$ cat src/rtl/uart_rx_fifo.sv
// 8N1 UART receiver feeding an 8-deep show-ahead FIFO, read and popped by MIO_BUS.
// Everything runs on Clk_CPU. rx_i passes through a two-flop synchroniser first.
//
// state | meaning
// IDLE  | line idle; a low rxs starts a frame unless still inside a break
// START | wait to mid-start bit and confirm it is still low
// DATA  | sample 8 data bits at mid-bit, LSB first
// STOP  | sample the stop bit at mid-bit; push the byte or flag a framing error
module uart_rx_fifo #(
  parameter int CLKS_PER_BIT = 868,
  parameter int FIFO_AW      = 3
) (
  input  logic               Clk_CPU,
  input  logic               rst,
  input  logic               rx_i,
  input  logic               rd_en,
  input  logic               err_clr,
  output logic [7:0]         rx_data,
  output logic               rx_valid,
  output logic [FIFO_AW:0]   rx_count,
  output logic               overrun_err,
  output logic               frame_err
);

  localparam int DEPTH = 1 << FIFO_AW;
  localparam int BW    = $clog2(CLKS_PER_BIT);
  localparam logic [BW-1:0]    HALF_TC  = BW'(CLKS_PER_BIT / 2 - 1);
  localparam logic [BW-1:0]    BIT_TC   = BW'(CLKS_PER_BIT - 1);
  localparam logic [FIFO_AW:0] FULL_CNT = (FIFO_AW + 1)'(DEPTH);

  typedef enum logic [1:0] {IDLE, START, DATA, STOP} state_t;

  state_t          state_q, state_n;
  logic [BW-1:0]   baud_q, baud_n;
  logic [2:0]      bit_q, bit_n;
  logic [7:0]      shift_q, shift_n;
  logic            brk_q, brk_n;
  logic            rx_meta, rxs;
  logic            push, fe_set;

  logic [7:0]      mem [DEPTH];
  logic [FIFO_AW:0] wr_ptr, rd_ptr, wr_ptr_n, rd_ptr_n, count_n;
  logic            full, do_pop, do_push;

  always_ff @(posedge Clk_CPU or posedge rst) begin
    if (rst) begin
      rx_meta <= 1'b1;
      rxs     <= 1'b1;
    end else begin
      rx_meta <= rx_i;
      rxs     <= rx_meta;
    end
  end

  always_ff @(posedge Clk_CPU or posedge rst) begin
    if (rst) begin
      state_q <= IDLE;
      baud_q  <= '0;
      bit_q   <= '0;
      shift_q <= '0;
      brk_q   <= 1'b0;
    end else begin
      state_q <= state_n;
      baud_q  <= baud_n;
      bit_q   <= bit_n;
      shift_q <= shift_n;
      brk_q   <= brk_n;
    end
  end

  always_comb begin
    state_n = state_q;
    baud_n  = baud_q;
    bit_n   = bit_q;
    shift_n = shift_q;
    brk_n   = brk_q;
    push    = 1'b0;
    fe_set  = 1'b0;
    case (state_q)
      IDLE: begin
        baud_n = '0;
        // after a framing error the line must return high before a new start counts
        if (rxs) brk_n = 1'b0;
        else if (!brk_q) state_n = START;
      end
      START: begin
        if (baud_q == HALF_TC) begin
          baud_n  = '0;
          bit_n   = '0;
          state_n = rxs ? IDLE : DATA;
        end else begin
          baud_n = baud_q + 1'b1;
        end
      end
      DATA: begin
        if (baud_q == BIT_TC) begin
          baud_n  = '0;
          shift_n = {rxs, shift_q[7:1]};
          bit_n   = bit_q + 1'b1;
          if (bit_q == 3'd7) state_n = STOP;
        end else begin
          baud_n = baud_q + 1'b1;
        end
      end
      STOP: begin
        if (baud_q == BIT_TC) begin
          baud_n  = '0;
          state_n = IDLE;
          if (rxs) begin
            push = 1'b1;
          end else begin
            fe_set = 1'b1;
            brk_n  = 1'b1;
          end
        end else begin
          baud_n = baud_q + 1'b1;
        end
      end
      default: state_n = IDLE;
    endcase
  end

  // a push into a full FIFO is only accepted when a pop frees the head in the same cycle
  assign full     = (rx_count == FULL_CNT);
  assign do_pop   = rd_en & rx_valid;
  assign do_push  = push & (~full | do_pop);
  assign wr_ptr_n = wr_ptr + (FIFO_AW + 1)'(do_push);
  assign rd_ptr_n = rd_ptr + (FIFO_AW + 1)'(do_pop);
  assign count_n  = wr_ptr_n - rd_ptr_n;

  always_ff @(posedge Clk_CPU or posedge rst) begin
    if (rst) begin
      wr_ptr      <= '0;
      rd_ptr      <= '0;
      rx_count    <= '0;
      rx_valid    <= 1'b0;
      overrun_err <= 1'b0;
      frame_err   <= 1'b0;
    end else begin
      wr_ptr      <= wr_ptr_n;
      rd_ptr      <= rd_ptr_n;
      rx_count    <= count_n;
      rx_valid    <= (count_n != '0);
      overrun_err <= (push & ~do_push) | (overrun_err & ~err_clr);
      frame_err   <= fe_set | (frame_err & ~err_clr);
    end
  end

  always_ff @(posedge Clk_CPU) begin
    if (do_push) mem[wr_ptr[FIFO_AW-1:0]] <= shift_q;
  end

  assign rx_data = rx_valid ? mem[rd_ptr[FIFO_AW-1:0]] : 8'h00;

endmodule

$ cat config.mk
export PLATFORM = sky130hd
export DESIGN_NAME = uart_rx_fifo
export DESIGN_NICKNAME = d
export VERILOG_FILES = /design/src/rtl/uart_rx_fifo.sv
export SDC_FILE = /design/constraint.sdc
export NUM_CORES = 1
export LEC_CHECK = 0
export CORE_MARGIN = 8
export CORE_UTILIZATION = 40
export DETAILED_ROUTE_END_ITERATION = 6
export PLACE_DENSITY_LB_ADDON = 0.15
export SLEW_MARGIN = 20
export SYNTH_ARGS = -nofsm -noshare
export SYNTH_HDL_FRONTEND = slang
export SYNTH_SLANG_ARGS = --single-unit
$ cat constraint.sdc
create_clock -name Clk_CPU -period 8.9 [get_ports Clk_CPU]
set_input_delay 1.335 -clock Clk_CPU [delete_from_list [all_inputs] [get_ports Clk_CPU]]
set_output_delay 1.335 -clock Clk_CPU [all_outputs]
set_load 0.1 [all_outputs]
==> metrics.cfg <==
[timing]
timing.final.setup_violations=0
finalCritPeriodShare_pct=48.9
fin_skew_ns=0.0125
timing.final.hold_violations=0
final.setup.tns_ns=0
timing_limited_maximum_frequency_mhz=230
grt_setup_unrepaired=false
worst_slew_margin_rel_pct=28.4
drv_slew=0
final.hold.worst_slack_ns=0.363
tightest_slew_ns=1.07
post-route-min-period_ns=4.35

[critical_path]
timing.critical_path.from=rd_ptr[1]
worst_path_arrival_ns=3.01
setup.worst_path.start_class=flip-flop
crit_path_max_incr_delay_ns=1.15
worstSetupEndpointType=primary output
crit_chain=mux4_2, mux2i_1, nor2b_1, clkdlybuf4s50_1
cp_max_fo=18
crit_required_ns=7.57
critical_path_class=flip-flop to primary output
reg2reg_from=rx_valid
cp_slowest_cell=clkdlybuf4s50_1
timing.reg2reg.setup_slack_ns=5.47

[floorplanning]
die_area_um2=14800
floorplan.initialDensity_pct=41.2
rows=38
die_width_um=122
die_h_um=122
num_ports=20
placeableCoreArea_um2=10900

[cts]
postCtsResizedCells=0
cts_buf_count=9
cts.path.max_buffers=2
clkLatencyLatePin_ns=0.37
clock_tree.root_cell=clkbuf_8
htree_levels=3
tritoncts_num_sinks=105
worst_setup_hold_path_clk_slew_ns=0.11
cts_tree=done
cts_hold_buf=0
postCtsSetupRepairBufs=0

[synthesis]
synth_cell_type_count=44
yosysWarnings=0
synth.top_cells.by_area=edfxtp_1 (43%), dfrtp_1 (22%), mux4_2 (8.0%), ha_1 (3.1%), nand2_1 (2.3%)
postSynthAreaPerCell_um2=15.2
netlist.area_leader.share_pct=42.9
synth_edf_count=64
yosys.area.top_type=edfxtp_1
synth_fp_nets=311
synth_ff_type=edfxtp_1
syn-cell-area_um2=4480
synth_seq_area_share_pct=65.8
async_flop_share_pct=39.0
syn_inst=294
yosys_register_bits=105

[detailed_routing]
drt_iter0_markers=113
num_vias=2401
viasPerCell=5.20
drt.antenna.violating_nets=0
average_wire_length_per_cell_after_detail_routing_um=18.0
iteration_count_of_the_initial_detailed_routing_pass=4
totalWireLength_mm=8.31
drc_errors=0

[power]
p_clk_share_pct=35.5
power.ir.vdd_worst_mv=0.0852
power_leakage_uw=0.00205
power.total_uw=805
switch_share_pct=22.5
share_seq_of_total_power_pct=63.8
net-switching-power_uw=182
internal-power_uw=624
power_density_nw_per_um2=161
power.combinational.fraction_pct=0.8

[placement]
place.gp.congestion=0.703
placement.io_buffers=19
dpl.hpwl_mm=5.26
postPlaceCellArea_um2=4830

[global_routing]
grt_pass1_wl_mm=13.4
global_route_total_overflow=0
grt_start_max_net_pins=42
first_global_vias=2443
grt_antenna_before_repair=0
globalRouteTotalUtil_pct=12.0

[finish]
layout_common_cells=edfxtp_1 (64), dfrtp_1 (39), nand2_1 (28), clkdlybuf4s50_1 (19), mux4_2 (16)
postLayoutCellArea_um2=5020
fin_nets=334
most_common_cell_after_layout_fill_and_taps_aside=edfxtp_1
drive_gt1_share_pct=16.5
diode_count=0
fin_util_pct=46.1
area.growth.synth_to_final_pct=11.9

[hold_path]
worstHoldPathType=flip-flop to flip-flop
timing.hold.worst.start=rx_meta

[run_status]
run_status=completed

[flow_run]
cap_viol_max_count=0

-- area by class of cell --
type                            count  area [um2]
Clock buffer                        9         124
Inverter                           12        45.0
Tap cell                          140         175
Sequential cell                   105        2950
Fill cell                         992        5870
Multi-Input combinational cell    164        1430
Clock inverter                      7        62.6
Timing Repair Buffer               25         235
-- through the flow --
stage | cells | setup slack (ns)
global route | 462 | 4.35
global placement | 446 | 4.50
floorplan | 294 | 4.98
detailed placement | 446 | 4.40
CTS | 462 | 4.51
finish | 462 | 4.55
-- critical path, delay by kind of cell (launching register included) --
kind,cells,cell delay (ns)
buffers and inverters,1,1.15
DFF,1,0.92
muxes,2,0.42
and+or+nand+nor,1,0.15
-- kinds of logic after synthesis --
group                      after synthesis  synth area share (%)
AOI/OAI and AO/OA                       14                  2.29
buffers and inverters                   25                  2.48
muxes                                   27                  10.5
DFF                                    105                  65.8
adders and majority gates               12                  3.52
and+or+nand+nor                         96                  12.4
xor gates and xnor gates                15                  2.93
-- metal layers --
layer / GRT usage, % / wire length, um / vias up
met5: 0 / 0 / -
met4: 2.78 / 55 / 0
met3: 4.07 / 355 / 6
met2: 19.1 / 3940 / 42
met1: 15.6 / 3950 / 1227
li1: - / - / 1126
-- sequential cells by signal, summed over array words and instances (netlist names), 3 cells and up, named ones only --
| signal | flops |
|---|---|
| rx_count | 4 |
| baud_q | 10 |
| shift_q | 8 |
| bit_q | 3 |
| wr_ptr | 4 |
| rd_ptr | 4 |
| mem | 64 |
-- synthesized netlist by cell type (4+ instances only) --
master / number
dfrtp_1: 39
nor2b_1: 10
mux4_2: 16
edfxtp_1: 64
inv_1: 11
nand4_1: 5
nand2_1: 28
buf_2: 8
xor2_1: 9
xnor2_1: 6
a21oi_1: 4
ha_1: 11
nand3_1: 14
nor3_1: 4
nor2_1: 14
mux2i_1: 10
-- power groups by stage --
stage | clock network [uW] | logic (uW) | registers [uW]
5_1_grt | 316 | 7.25 | 514
6_report | 286 | 6.12 | 514
3_3_place_gp | 0 | 6.41 | 524
4_1_cts | 293 | 6.53 | 514
3_5_place_dp | 0 | 6.48 | 524
2_1_floorplan | 0 | 3.13 | 524
-- path summary, 6_finish.rpt --
| check | end | depth (start not counted) |
|---|---|---|
| min reg2reg | rxs | 0 |
| max | rx_data[2] | 4 |
| max reg2reg | rx_valid | 11 |
| max in group asynchronous | baud_q[9] | 3 |
| min | rxs | 0 |
| min in group asynchronous | rx_count[0] | 3 |
(Power assumes the default switching activity.)
